File: src/rtl/axi_lite_cmd_master_pkg.sv
`default_nettype none
// ============================================================================
//  Module      : axi_lite_pkg
//  Description : Shared types for the AXI4-Lite command master: AXI response
//                codes, master state encoding and the strobe width helper.
//  Revision    : 1.0 - initial release
// ============================================================================
package axi_lite_pkg;

  typedef enum logic [1:0] {
    OKAY   = 2'd0,
    EXOKAY = 2'd1,
    SLVERR = 2'd2,
    DECERR = 2'd3
  } resp_t;

  typedef enum logic [2:0] {
    ST_IDLE    = 3'd0,
    ST_WR_AW_W = 3'd1,
    ST_WR_B    = 3'd2,
    ST_RD_AR   = 3'd3,
    ST_RD_R    = 3'd4,
    ST_RSP     = 3'd5
  } state_t;

  // One strobe bit per data byte.
  function automatic int strb_width(input int data_w);
    return data_w / 8;
  endfunction

endpackage
`default_nettype wire

File: src/rtl/axi_lite_cmd_master_if.sv
`default_nettype none
// ============================================================================
//  Module      : axi_lite_cmd_master_if
//  Description : Command/response stream plus AXI4-Lite bus seen by the
//                command master. "master" is the DUT view, "slave" is the
//                view of the controller and interconnect around it.
//  Revision    : 1.0 - initial release
// ============================================================================
interface axi_lite_cmd_master_if
  import axi_lite_pkg::*;
#(
  parameter int ADDR_W = 32,
  parameter int DATA_W = 32
);
  localparam int STRB_W = strb_width(DATA_W);

  // Command / response stream
  logic              cmd_valid;
  logic              cmd_ready;
  logic              cmd_write;
  logic [ADDR_W-1:0] cmd_addr;
  logic [DATA_W-1:0] cmd_wdata;
  logic [STRB_W-1:0] cmd_wstrb;
  logic              rsp_valid;
  logic              rsp_ready;
  logic [DATA_W-1:0] rsp_rdata;
  logic [1:0]        rsp_resp;
  logic              rsp_timeout;

  // AXI4-Lite channels
  logic [ADDR_W-1:0] awaddr;
  logic              awvalid;
  logic              awready;
  logic [DATA_W-1:0] wdata;
  logic [STRB_W-1:0] wstrb;
  logic              wvalid;
  logic              wready;
  logic [1:0]        bresp;
  logic              bvalid;
  logic              bready;
  logic [ADDR_W-1:0] araddr;
  logic              arvalid;
  logic              arready;
  logic [DATA_W-1:0] rdata;
  logic [1:0]        rresp;
  logic              rvalid;
  logic              rready;

  modport master (
    input  cmd_valid, cmd_write, cmd_addr, cmd_wdata, cmd_wstrb, rsp_ready,
           awready, wready, bresp, bvalid, arready, rdata, rresp, rvalid,
    output cmd_ready, rsp_valid, rsp_rdata, rsp_resp, rsp_timeout,
           awaddr, awvalid, wdata, wstrb, wvalid, bready, araddr, arvalid, rready
  );

  modport slave (
    output cmd_valid, cmd_write, cmd_addr, cmd_wdata, cmd_wstrb, rsp_ready,
           awready, wready, bresp, bvalid, arready, rdata, rresp, rvalid,
    input  cmd_ready, rsp_valid, rsp_rdata, rsp_resp, rsp_timeout,
           awaddr, awvalid, wdata, wstrb, wvalid, bready, araddr, arvalid, rready
  );

endinterface
`default_nettype wire

File: src/rtl/axi_lite_cmd_master_timeout_ctr.sv
`default_nettype none
// ============================================================================
//  Module      : axi_timeout_ctr
//  Description : Saturating per-transaction cycle counter. expired is high
//                once the count has reached TIMEOUT_CYCLES-1. A zero
//                TIMEOUT_CYCLES removes the counter entirely.
//  Revision    : 1.0 - initial release
// ============================================================================
module axi_timeout_ctr #(
  parameter int TIMEOUT_CYCLES = 1024
) (
  input  logic clk,
  input  logic reset,
  input  logic clear,
  input  logic enable,
  output logic expired
);

  if (TIMEOUT_CYCLES == 0) begin : g_off
    assign expired = 1'b0;
  end else begin : g_on
    localparam int CNT_W = $clog2(TIMEOUT_CYCLES + 1);
    localparam logic [CNT_W-1:0] LIMIT = CNT_W'(TIMEOUT_CYCLES - 1);
    localparam logic [CNT_W-1:0] SAT   = CNT_W'(TIMEOUT_CYCLES);

    logic [CNT_W-1:0] count_q, count_d;

    // Clear wins over increment; stop at SAT so the count never wraps.
    always_comb begin
      count_d = count_q;
      if (clear) begin
        count_d = '0;
      end else if (enable && (count_q != SAT)) begin
        count_d = count_q + 1'b1;
      end
    end

    // Count register.
    always_ff @(posedge clk or posedge reset) begin
      if (reset) count_q <= '0;
      else       count_q <= count_d;
    end

    // >= keeps expired asserted after saturation past the limit.
    assign expired = (count_q >= LIMIT);
  end

endmodule
`default_nettype wire

File: src/rtl/axi_lite_cmd_master.sv
`default_nettype none
// ============================================================================
//  Module      : axi_lite_cmd_master
//  Description : Single-outstanding command/response to AXI4-Lite master
//                with independent AW/W handshakes, response capture and a
//                per-transaction timeout. DATA_W must be 32 or 64.
//  Revision    : 1.0 - initial release
// ============================================================================
module axi_lite_cmd_master
  import axi_lite_pkg::*;
#(
  parameter int ADDR_W         = 32,
  parameter int DATA_W         = 32,
  parameter int TIMEOUT_CYCLES = 1024
) (
  input  logic                  clk,
  input  logic                  reset,
  axi_lite_cmd_master_if.master bus
);
  localparam int STRB_W = strb_width(DATA_W);

  state_t            state_q, state_d;
  logic [ADDR_W-1:0] awaddr_q, awaddr_d, araddr_q, araddr_d;
  logic [DATA_W-1:0] wdata_q, wdata_d, rdata_q, rdata_d;
  logic [STRB_W-1:0] wstrb_q, wstrb_d;
  logic              awvalid_q, awvalid_d, wvalid_q, wvalid_d;
  logic              bready_q, bready_d, arvalid_q, arvalid_d, rready_q, rready_d;
  logic              rsp_valid_q, rsp_valid_d, timeout_q, timeout_d;
  resp_t             resp_q, resp_d;

  logic accept, abort, busy, expired, aw_fin, w_fin;

  assign busy   = (state_q == ST_WR_AW_W) || (state_q == ST_WR_B) ||
                  (state_q == ST_RD_AR)   || (state_q == ST_RD_R);
  // A channel is finished if already handshaken or handshaking this cycle.
  assign aw_fin = !awvalid_q || bus.awready;
  assign w_fin  = !wvalid_q  || bus.wready;

  axi_timeout_ctr #(
    .TIMEOUT_CYCLES (TIMEOUT_CYCLES)
  ) u_timeout (
    .clk     (clk),
    .reset   (reset),
    .clear   (accept),
    .enable  (busy),
    .expired (expired)
  );

  // Next-state and registered-output decode; a phase completion beats timeout.
  always_comb begin
    state_d     = state_q;
    awaddr_d    = awaddr_q;
    araddr_d    = araddr_q;
    wdata_d     = wdata_q;
    wstrb_d     = wstrb_q;
    rdata_d     = rdata_q;
    awvalid_d   = awvalid_q;
    wvalid_d    = wvalid_q;
    bready_d    = bready_q;
    arvalid_d   = arvalid_q;
    rready_d    = rready_q;
    rsp_valid_d = rsp_valid_q;
    timeout_d   = timeout_q;
    resp_d      = resp_q;
    accept      = 1'b0;
    abort       = 1'b0;

    case (state_q)
      ST_IDLE: begin
        if (bus.cmd_valid) begin
          accept = 1'b1;
          if (bus.cmd_write) begin
            awaddr_d  = bus.cmd_addr;
            wdata_d   = bus.cmd_wdata;
            wstrb_d   = bus.cmd_wstrb;
            awvalid_d = 1'b1;
            wvalid_d  = 1'b1;
            state_d   = ST_WR_AW_W;
          end else begin
            araddr_d  = bus.cmd_addr;
            arvalid_d = 1'b1;
            state_d   = ST_RD_AR;
          end
        end
      end
      ST_WR_AW_W: begin
        if (aw_fin && w_fin) begin
          awvalid_d = 1'b0;
          wvalid_d  = 1'b0;
          bready_d  = 1'b1;
          state_d   = ST_WR_B;
        end else if (expired) begin
          abort = 1'b1;
        end else begin
          if (bus.awready) awvalid_d = 1'b0;
          if (bus.wready)  wvalid_d  = 1'b0;
        end
      end
      ST_WR_B: begin
        if (bus.bvalid) begin
          resp_d      = resp_t'(bus.bresp);
          rdata_d     = '0;
          bready_d    = 1'b0;
          rsp_valid_d = 1'b1;
          timeout_d   = 1'b0;
          state_d     = ST_RSP;
        end else if (expired) begin
          abort = 1'b1;
        end
      end
      ST_RD_AR: begin
        if (bus.arready) begin
          arvalid_d = 1'b0;
          rready_d  = 1'b1;
          state_d   = ST_RD_R;
        end else if (expired) begin
          abort = 1'b1;
        end
      end
      ST_RD_R: begin
        if (bus.rvalid) begin
          resp_d      = resp_t'(bus.rresp);
          rdata_d     = bus.rdata;
          rready_d    = 1'b0;
          rsp_valid_d = 1'b1;
          timeout_d   = 1'b0;
          state_d     = ST_RSP;
        end else if (expired) begin
          abort = 1'b1;
        end
      end
      ST_RSP: begin
        if (bus.rsp_ready) begin
          rsp_valid_d = 1'b0;
          timeout_d   = 1'b0;
          state_d     = ST_IDLE;
        end
      end
      default: state_d = ST_IDLE;
    endcase

    if (abort) begin
      awvalid_d   = 1'b0;
      wvalid_d    = 1'b0;
      bready_d    = 1'b0;
      arvalid_d   = 1'b0;
      rready_d    = 1'b0;
      resp_d      = SLVERR;
      rdata_d     = '0;
      timeout_d   = 1'b1;
      rsp_valid_d = 1'b1;
      state_d     = ST_RSP;
    end
  end

  // State and output registers; reset clears everything mid-transaction.
  always_ff @(posedge clk or posedge reset) begin
    if (reset) begin
      state_q     <= ST_IDLE;
      awaddr_q    <= '0;
      araddr_q    <= '0;
      wdata_q     <= '0;
      wstrb_q     <= '0;
      rdata_q     <= '0;
      awvalid_q   <= 1'b0;
      wvalid_q    <= 1'b0;
      bready_q    <= 1'b0;
      arvalid_q   <= 1'b0;
      rready_q    <= 1'b0;
      rsp_valid_q <= 1'b0;
      timeout_q   <= 1'b0;
      resp_q      <= OKAY;
    end else begin
      state_q     <= state_d;
      awaddr_q    <= awaddr_d;
      araddr_q    <= araddr_d;
      wdata_q     <= wdata_d;
      wstrb_q     <= wstrb_d;
      rdata_q     <= rdata_d;
      awvalid_q   <= awvalid_d;
      wvalid_q    <= wvalid_d;
      bready_q    <= bready_d;
      arvalid_q   <= arvalid_d;
      rready_q    <= rready_d;
      rsp_valid_q <= rsp_valid_d;
      timeout_q   <= timeout_d;
      resp_q      <= resp_d;
    end
  end

  // cmd_ready comes straight from the state register so it is high in reset.
  assign bus.cmd_ready   = (state_q == ST_IDLE);
  assign bus.rsp_valid   = rsp_valid_q;
  assign bus.rsp_rdata   = rdata_q;
  assign bus.rsp_resp    = resp_q;
  assign bus.rsp_timeout = timeout_q;
  assign bus.awaddr      = awaddr_q;
  assign bus.awvalid     = awvalid_q;
  assign bus.wdata       = wdata_q;
  assign bus.wstrb       = wstrb_q;
  assign bus.wvalid      = wvalid_q;
  assign bus.bready      = bready_q;
  assign bus.araddr      = araddr_q;
  assign bus.arvalid     = arvalid_q;
  assign bus.rready      = rready_q;

endmodule
`default_nettype wire

File: src/flat_wrapper.sv
// flat-port wrapper written by rule: the top's interface ports become plain ports
module axi_lite_cmd_master_flat import axi_lite_pkg::*;
#(
  parameter int ADDR_W         = 32,
  parameter int DATA_W         = 32,
  parameter int TIMEOUT_CYCLES = 1024
)
  (clk, reset, bus_cmd_valid, bus_cmd_write, bus_cmd_addr, bus_cmd_wdata, bus_cmd_wstrb, bus_rsp_ready, bus_awready, bus_wready, bus_bresp, bus_bvalid, bus_arready, bus_rdata, bus_rresp, bus_rvalid, bus_cmd_ready, bus_rsp_valid, bus_rsp_rdata, bus_rsp_resp, bus_rsp_timeout, bus_awaddr, bus_awvalid, bus_wdata, bus_wstrb, bus_wvalid, bus_bready, bus_araddr, bus_arvalid, bus_rready);
  axi_lite_cmd_master_if #(.ADDR_W(ADDR_W), .DATA_W(DATA_W)) bus_i ();
  input  logic clk;
  input  logic reset;
  input wire logic [$bits(bus_i.cmd_valid)-1:0] bus_cmd_valid;
  input wire logic [$bits(bus_i.cmd_write)-1:0] bus_cmd_write;
  input wire logic [$bits(bus_i.cmd_addr)-1:0] bus_cmd_addr;
  input wire logic [$bits(bus_i.cmd_wdata)-1:0] bus_cmd_wdata;
  input wire logic [$bits(bus_i.cmd_wstrb)-1:0] bus_cmd_wstrb;
  input wire logic [$bits(bus_i.rsp_ready)-1:0] bus_rsp_ready;
  input wire logic [$bits(bus_i.awready)-1:0] bus_awready;
  input wire logic [$bits(bus_i.wready)-1:0] bus_wready;
  input wire logic [$bits(bus_i.bresp)-1:0] bus_bresp;
  input wire logic [$bits(bus_i.bvalid)-1:0] bus_bvalid;
  input wire logic [$bits(bus_i.arready)-1:0] bus_arready;
  input wire logic [$bits(bus_i.rdata)-1:0] bus_rdata;
  input wire logic [$bits(bus_i.rresp)-1:0] bus_rresp;
  input wire logic [$bits(bus_i.rvalid)-1:0] bus_rvalid;
  output wire logic [$bits(bus_i.cmd_ready)-1:0] bus_cmd_ready;
  output wire logic [$bits(bus_i.rsp_valid)-1:0] bus_rsp_valid;
  output wire logic [$bits(bus_i.rsp_rdata)-1:0] bus_rsp_rdata;
  output wire logic [$bits(bus_i.rsp_resp)-1:0] bus_rsp_resp;
  output wire logic [$bits(bus_i.rsp_timeout)-1:0] bus_rsp_timeout;
  output wire logic [$bits(bus_i.awaddr)-1:0] bus_awaddr;
  output wire logic [$bits(bus_i.awvalid)-1:0] bus_awvalid;
  output wire logic [$bits(bus_i.wdata)-1:0] bus_wdata;
  output wire logic [$bits(bus_i.wstrb)-1:0] bus_wstrb;
  output wire logic [$bits(bus_i.wvalid)-1:0] bus_wvalid;
  output wire logic [$bits(bus_i.bready)-1:0] bus_bready;
  output wire logic [$bits(bus_i.araddr)-1:0] bus_araddr;
  output wire logic [$bits(bus_i.arvalid)-1:0] bus_arvalid;
  output wire logic [$bits(bus_i.rready)-1:0] bus_rready;
  assign bus_i.cmd_valid = bus_cmd_valid;
  assign bus_i.cmd_write = bus_cmd_write;
  assign bus_i.cmd_addr = bus_cmd_addr;
  assign bus_i.cmd_wdata = bus_cmd_wdata;
  assign bus_i.cmd_wstrb = bus_cmd_wstrb;
  assign bus_i.rsp_ready = bus_rsp_ready;
  assign bus_i.awready = bus_awready;
  assign bus_i.wready = bus_wready;
  assign bus_i.bresp = bus_bresp;
  assign bus_i.bvalid = bus_bvalid;
  assign bus_i.arready = bus_arready;
  assign bus_i.rdata = bus_rdata;
  assign bus_i.rresp = bus_rresp;
  assign bus_i.rvalid = bus_rvalid;
  assign bus_cmd_ready = bus_i.cmd_ready;
  assign bus_rsp_valid = bus_i.rsp_valid;
  assign bus_rsp_rdata = bus_i.rsp_rdata;
  assign bus_rsp_resp = bus_i.rsp_resp;
  assign bus_rsp_timeout = bus_i.rsp_timeout;
  assign bus_awaddr = bus_i.awaddr;
  assign bus_awvalid = bus_i.awvalid;
  assign bus_wdata = bus_i.wdata;
  assign bus_wstrb = bus_i.wstrb;
  assign bus_wvalid = bus_i.wvalid;
  assign bus_bready = bus_i.bready;
  assign bus_araddr = bus_i.araddr;
  assign bus_arvalid = bus_i.arvalid;
  assign bus_rready = bus_i.rready;
  axi_lite_cmd_master #(.ADDR_W(ADDR_W), .DATA_W(DATA_W), .TIMEOUT_CYCLES(TIMEOUT_CYCLES)) u_core (.clk(clk), .reset(reset), .bus(bus_i));
endmodule
File: config.mk
export PLATFORM = sky130hd
export DESIGN_NAME = axi_lite_cmd_master_flat
export DESIGN_NICKNAME = d
export VERILOG_FILES = /design/src/rtl/axi_lite_cmd_master_pkg.sv /design/src/rtl/axi_lite_cmd_master_if.sv /design/src/rtl/axi_lite_cmd_master_timeout_ctr.sv /design/src/rtl/axi_lite_cmd_master.sv /design/src/flat_wrapper.sv
export SDC_FILE = /design/constraint.sdc
export NUM_CORES = 1
export LEC_CHECK = 0
export BUFFER_PORTS_ARGS = -buffer_cell sky130_fd_sc_hd__buf_2
export CAP_MARGIN = 20
export CELL_PAD_IN_SITES_DETAIL_PLACEMENT = 0
export CELL_PAD_IN_SITES_GLOBAL_PLACEMENT = 1
export CORE_UTILIZATION = 42
export CTS_BUF_LIST = sky130_fd_sc_hd__clkbuf_4
export CTS_CLUSTER_SIZE = 25
export DETAILED_ROUTE_END_ITERATION = 8
export PLACE_DENSITY_LB_ADDON = 0.12
export SLEW_MARGIN = 5
export SYNTH_ARGS = -nofsm -noshare
export SYNTH_HDL_FRONTEND = slang
export SYNTH_HIERARCHICAL = 1
export SYNTH_SLANG_ARGS = --single-unit
export TNS_END_PERCENT = 20
File: constraint.sdc
create_clock -name clk -period 9.5 [get_ports clk]
set_clock_uncertainty 0.2 [all_clocks]
set_input_delay 1.9 -clock clk [delete_from_list [all_inputs] [get_ports clk]]
set_output_delay 1.9 -clock clk [all_outputs]
set_load 0.02 [all_outputs]
==> impl_metrics.json, run 1 <==
{
  "power.leakage_uw": 0.004065,
  "setup_viol": 0,
  "synth_ff_type": "dfrtp_1",
  "routed_via_density": 4.996,
  "cts.clk_slew.worst_paths_ns": 0.13,
  "crit_type": "flop to primary output",
  "cts-htree-levels": 4,
  "routedWlPerCell_um": 16.07,
  "p_clk_share_pct": 13.3,
  "netlist_top_cells_count": "155 x dfrtp_1, 103 x mux2_2, 48 x nand2_1, 46 x a21oi_1, 36 x nand3_1",
  "clock_latency_ns": 0.52,
  "cts-resized-gates": 0,
  "core_um2": 15310,
  "die_h_um": 127.7,
  "syn_area_um2": 6639,
  "first_pass_iters": 4,
  "period_minus_slack_ns": 3.788,
  "internal-power_uw": 1638,
  "synth_warnings": 6,
  "slew_headroom_pct": 41.93,
  "avgSynthCellArea_um2": 12.57,
  "cts_buffer_depth": 2,
  "yosysSeqAreaShare_pct": 58.42,
  "drive_above_1_share_pct": 51.97,
  "cts_inserted_buffers": 17,
  "grt_pass1_vias": 5135,
  "synth_nets": 644,
  "drtAntennaViolNets": 0,
  "p_sw_uw": 1240,
  "path_max_fanout": 18,
  "dp_hpwl_um": 11490,
  "dieArea_um2": 16310,
  "cts_sinks": 155,
  "synth_cell_types": 54,
  "yosys.area.top_type": "dfrtp_1",
  "cp_data_arrival_time_ns": 1.69,
  "drcViolationCount": 0,
  "sequentialPowerShare_pct": 40.0,
  "grt_util_all_layers_pct": 20.46,
  "setup_tns_ns": 0,
  "hold_buffers": 0,
  "status": "complete, no violations",
  "hold_viol": 0,
  "grt_pass1_wl_um": 25770,
  "drv_slew": 0,
  "cts_tree": "done",
  "rows": 45,
  "root_buffer": "clkbuf_4",
  "fp.dieW_um": 127.7,
  "swShare_pct": 43.08,
  "pwr-share-comb_pct": 46.7,
  "setup.worst_path.start_class": "flop",
  "nNetsFinal": 890,
  "synth_edf_count": 0,
  "gp_congestion": 0.7976,
  "antenna_found_initial": 1,
  "vias": 4996,
  "dpl_cell_area_um2": 7934,
  "cp-end-kind": "primary output",
  "max_clock_freq_mhz": 264.0,
  "synth.most_common_cell": "dfrtp_1",
  "route.final.wire_length_um": 16070,
  "worstHoldPathType": "flop to flop",
  "drt_iter0_drc": 267,
  "vdd_drop_max_mv": 0.2096,
  "rsz0062_at_grt": "no",
  "synth_area_leaders": "dfrtp_1 58%, mux2_2 17%, a21oi_1 3.5%, buf_6 3.1%, nand3_1 2.7%",
  "io_pins": 256,
  "tightest_slew_ns": 0.8710,
  "finalInstanceArea_um2": 8237,
  "max-cap-violations": 0,
  "postSynth.asyncResetShare_pct": 100.0,
  "ys_ff_latch": 155,
  "power.density_nw_per_um2": 349.4,
  "synth_cells": 528,
  "grt_remaining_overflow": 0,
  "critPathRequiredTime_ns": 7.40,
  "period_share_pct": 39.88,
  "syn2layout_area_growth_pct": 24.07,
  "grt_start_max_net_pins": 77,
  "portBuffers": 255,
  "initial_core_util_pct": 43.35,
  "synth.top_cell.area_share_pct": 58.42,
  "postCtsSetupBuffers": 0
}
==> cell families (layout without fill, tap and decap cells) <==
logic type	Yosys count	after routing	synth area share [%]
and+or+nand+nor	139	139	10.38
muxes	104	104	17.62
adders and majority gates	2	2	0.3769
other	0	2	0
buffers and inverters	43	302	4.843
xor gates and xnor gates	3	3	0.3959
AOI/OAI and AO/OA	82	82	7.953
DFF	155	155	58.42
==> flip-flops by register name, indices dropped and copies added, names as in the netlist, 2 cells and up <==
signal / cells
u_core/bus.rsp_rdata: 32
u_core/u_timeout/g_on.count_q: 11
u_core/bus.araddr: 32
u_core/state_q: 3
u_core/bus.wstrb: 4
u_core/bus.rsp_resp: 2
u_core/bus.awaddr: 32
u_core/bus.wdata: 32
==> cells in the final DEF, fill, tap and decap left out, types with 2 or more instances in the layout <==
master,netlist,final
nor4_1,2,2
diode_2,0,2
clkinv_4,0,2
nand2_1,48,48
buf_4,4,5
dfrtp_1,155,155
nand4_1,4,4
o22ai_1,2,2
o21ai_0,10,10
o31ai_1,3,3
clkinvlp_4,0,3
clkbuf_4,0,21
a211o_1,2,2
a21oi_1,46,46
nand2b_1,5,5
a2bb2oi_1,2,2
nand3_1,36,36
inv_1,9,8
o211ai_1,3,3
nor3_1,7,7
or4_1,3,3
inv_6,0,4
nor2b_1,5,5
a31oi_1,2,2
mux2_2,103,103
ha_1,2,2
buf_2,7,255
nor2_1,16,16
or2_2,2,2
xor2_1,2,2
==> per-stage QoR <==
step	setup WS, ns	power (µW)	instances	util (%)	hold slack [ns]
2_1_floorplan	3.534	2081	528	-	0.3302
3_3_place_gp	5.267	2474	965	51.81	0.2680
3_5_place_dp	5.203	2505	965	51.81	0.2791
4_1_cts	5.651	2897	997	53.57	0.3097
5_1_grt	5.535	3076	999	53.77	0.3264
6_report	5.712	2878	1000	53.78	0.3037
==> critical path, cell delays in order, from the launching register on <==
cell and delay (ns):
dfrtp_1 0.64, nor3_1 0.31, buf_2 0.22
==> cell type report <==
type	count	area (µm²)
sequential	155	3879
tap	211	264.0
timing repair buffer	261	1341
clock buffer	21	157.7
multi-input combinational	330	2439
clock inverter	11	112.6
inverter	9	38.79
fill	1416	7078
antenna	2	5.005
==> path summary, 6_finish.rpt <==
kind,slack [ns],start,cells after the start,to
min reg2reg,0.30,u_core/bus.rsp_resp[1]$_DFFE_PP0P_,1,u_core/bus.rsp_resp[1]$_DFFE_PP0P_
min in group asynchronous,1.19,reset,2,u_core/u_timeout/g_on.count_q[3]$_DFFE_PP0P_
max in group asynchronous,6.47,reset,3,u_core/bus.araddr[28]$_DFFE_PP0P_
max,5.71,u_core/state_q[0]$_DFFE_PP0P_,2,bus_cmd_ready
min,0.30,u_core/bus.rsp_resp[1]$_DFFE_PP0P_,1,u_core/bus.rsp_resp[1]$_DFFE_PP0P_
max reg2reg,6.29,u_core/u_timeout/g_on.count_q[1]$_DFFE_PP0P_,9,u_core/state_q[1]$_DFFE_PP0P_
==> routing by layer <==
metal | vias up | wire [µm] | track usage (%)
li1 | 2362 | - | -
met1 | 2457 | 6407 | 24.02
met2 | 159 | 8186 | 34.18
met3 | 18 | 1177 | 7.930
met4 | 0 | 303 | 7.197
met5 | - | 0 | 0
==> power groups by stage <==
stage                     logic, µW  clock network (µW)  registers, µW
final                          1340                 382           1150
after global routing           1450                 431           1200
after CTS                      1340                 401           1150
after detailed placement       1340                   0           1160
after global placement         1330                   0           1150
after floorplan                 595                   0           1490
(Power assumes the default switching activity.)
==> run 2: changes to the inputs <==
--- a/config.mk
+++ b/config.mk
@@ -9,7 +9,7 @@
 export CAP_MARGIN = 20
 export CELL_PAD_IN_SITES_DETAIL_PLACEMENT = 0
 export CELL_PAD_IN_SITES_GLOBAL_PLACEMENT = 1
-export CORE_UTILIZATION = 42
+export CORE_UTILIZATION = 39
 export CTS_BUF_LIST = sky130_fd_sc_hd__clkbuf_4
 export CTS_CLUSTER_SIZE = 25
 export DETAILED_ROUTE_END_ITERATION = 8
==> constraint.sdc (replaced) <==
create_clock -name clk -period 3.6 [get_ports clk]
set_clock_uncertainty 0.2 [all_clocks]
set_input_delay 0.72 -clock clk [delete_from_list [all_inputs] [get_ports clk]]
set_output_delay 0.72 -clock clk [all_outputs]
set_load 0.02 [all_outputs]
==> run 2 against run 1 <==
Against the previous run: non-clock buffer count grew 8; total power grew to 2.7 times the previous value; critical endpoint is now u_core/bus.rsp_rdata[5]$_DFFE_PP0P_; largest cell class unchanged; highest routed layer unchanged; sequential cell count unchanged; die area up 7.6%; critical path type is now flop to flop; routed wire length is 2.5% higher; clock power rose to 2.7 times the previous value; clock-buffer cell count down 4.
==> impl_metrics.json, run 2 (synthesis results as in run 1) <==
{
  "route.final.wire_length_um": 16470,
  "cts_inserted_buffers": 17,
  "setup.worst_path.start_class": "flop",
  "initial_core_util_pct": 40.03,
  "power.leakage_uw": 0.004096,
  "cts.clk_slew.worst_paths_ns": 0.15,
  "drt_iter0_drc": 190,
  "r2r_setup_slack_ns": 0.71,
  "dp_hpwl_um": 12090,
  "r2r-end": "u_core/bus.rsp_rdata[5]$_DFFE_PP0P_",
  "path_max_fanout": 31,
  "status": "complete, no violations",
  "pre_cts_slack_ns": 0.7781,
  "pwr-share-comb_pct": 46.9,
  "grt_remaining_overflow": 0,
  "nNetsFinal": 898,
  "cts_sinks": 155,
  "vias": 5087,
  "final_common_cell": "buf_2",
  "use_met1_pct": 23.07,
  "max_clock_freq_mhz": 346.3,
  "period_share_pct": 80.21,
  "root_buffer": "clkbuf_4",
  "grtUsageMet2_pct": 33.22,
  "swShare_pct": 43.08,
  "internal-power_uw": 4346,
  "cts-resized-gates": 0,
  "max-cap-violations": 0,
  "dpl.cell_count": 982,
  "cp_common_cell": "a21oi_1",
  "drive_above_1_share_pct": 51.95,
  "drcViolationCount": 0,
  "critPathMaxStageDelay_ns": 0.46,
  "rr_startpoint": "u_core/u_timeout/g_on.count_q[1]$_DFFE_PP0P_",
  "first_pass_iters": 4,
  "dieArea_um2": 17550,
  "final.setup.worst_slack_ns": 0.7125,
  "gp_congestion": 0.8326,
  "p_sw_uw": 3289,
  "core_um2": 16580,
  "cts_buffer_depth": 2,
  "min_path_cells": 2,
  "portBuffers": 255,
  "clock_latency_ns": 0.53,
  "grt_pass1_wl_um": 26900,
  "diodes": 0,
  "syn2layout_area_growth_pct": 25.37,
  "die_h_um": 132.5,
  "worstHoldPathType": "primary input to flop",
  "grt_util_all_layers_pct": 19.37,
  "rsz0062_at_grt": "no",
  "cp_data_arrival_time_ns": 3.09,
  "cts-htree-levels": 4,
  "setup_tns_ns": 0,
  "use_met3_pct": 6.782,
  "worstRegToRegCells": 9,
  "fp.dieW_um": 132.5,
  "layout_common_cells": "255 x buf_2, 155 x dfrtp_1, 103 x mux2_2",
  "hold_buffers": 1,
  "crit_family": "compound AO/OA/AOI/OAI gates",
  "cts_tree": "done",
  "nFillCells": 1584,
  "grt_busiest_layer": "met2",
  "final_cells": 1013,
  "vdd_drop_max_mv": 0.4937,
  "grt_start_max_net_pins": 75,
  "cp_num_cells": 9,
  "routedWlPerCell_um": 16.26,
  "drv_slew": 0,
  "postCtsSetupBuffers": 0,
  "sequentialPowerShare_pct": 39.4,
  "crit_type": "flop to flop",
  "slowest_stage": "dfrtp_1",
  "io_pins": 256,
  "crit_path_start": "u_core/u_timeout/g_on.count_q[1]$_DFFE_PP0P_",
  "worstPathCellList": "ha_1, nand2_1, a21oi_1, a41o_1, and3b_1, o311ai_1, a21bo_2, buf_4, a21oi_1",
  "antenna_found_initial": 0,
  "power.density_nw_per_um2": 917.4,
  "path_buf_inv": 1,
  "p_clk_share_pct": 13.7,
  "period_minus_slack_ns": 2.888,
  "slew_headroom_pct": 52.69,
  "crit_path_end": "u_core/bus.rsp_rdata[5]$_DFFE_PP0P_",
  "rows": 47,
  "tightest_slew_ns": 0.7082,
  "cp-end-kind": "flop",
  "routed_via_density": 5.022,
  "setup_viol": 0,
  "critPathRequiredTime_ns": 3.80,
  "drtAntennaViolNets": 0,
  "hold_viol": 0,
  "grt_pass1_vias": 5301,
  "p_total_uw": 7635
}
==> run 2: how the worst min path moves through the flow <==
stage / to / startpoint / slack [ns]
global placement: u_core/bus.awaddr[7]$_DFFE_PP0P_ / u_core/bus.awaddr[7]$_DFFE_PP0P_ / 0.28
CTS: u_core/bus.wdata[3]$_DFFE_PP0P_ / bus_cmd_wdata[3] / 0.14
floorplan: u_core/u_timeout/g_on.count_q[10]$_DFFE_PP0P_ / u_core/u_timeout/g_on.count_q[10]$_DFFE_PP0P_ / 0.33
global route: u_core/bus.wdata[3]$_DFFE_PP0P_ / bus_cmd_wdata[3] / 0.13
finish: u_core/bus.wdata[5]$_DFFE_PP0P_ / bus_cmd_wdata[5] / 0.20
detailed placement: u_core/bus.wdata[13]$_DFFE_PP0P_ / u_core/bus.wdata[13]$_DFFE_PP0P_ / 0.29
==> run 2: area by class of cell <==
class	instances	area, µm²	area share (%)
clock buffer	17	127.6	1.533
clock inverter	13	143.9	1.729
inverter	9	37.54	0.4510
multi-input combinational	330	2439	29.30
sequential	155	3879	46.60
tap	220	275.3	3.307
timing repair buffer	269	1421	17.08
==> run 2: per-stage QoR <==
stage	cell area (µm²)	hold WS, ns	util, %
floorplan	6643	0.3302	-
global placement	8041	0.2832	48.49
detailed placement	8041	0.2871	48.49
CTS	8323	0.1411	50.19
global route	8323	0.1300	50.19
finish	8323	0.1997	50.19
==> run 2: per-layer routing <==
layer  vias up  part of all wire (%)
li1       2378                     -
met1      2562                    41
met2       136                    51
met3        11                   6.8
met4         0                   1.1
met5         -                     0
==> run 2: power by group through the flow <==
stage	combinational [µW]	sequential, µW	clock (µW)
2_1_floorplan	1570	3920	0
3_3_place_gp	3590	3000	0
3_5_place_dp	3630	3040	0
4_1_cts	3630	3010	1080
5_1_grt	3860	3120	1150
6_report	3580	3010	1040
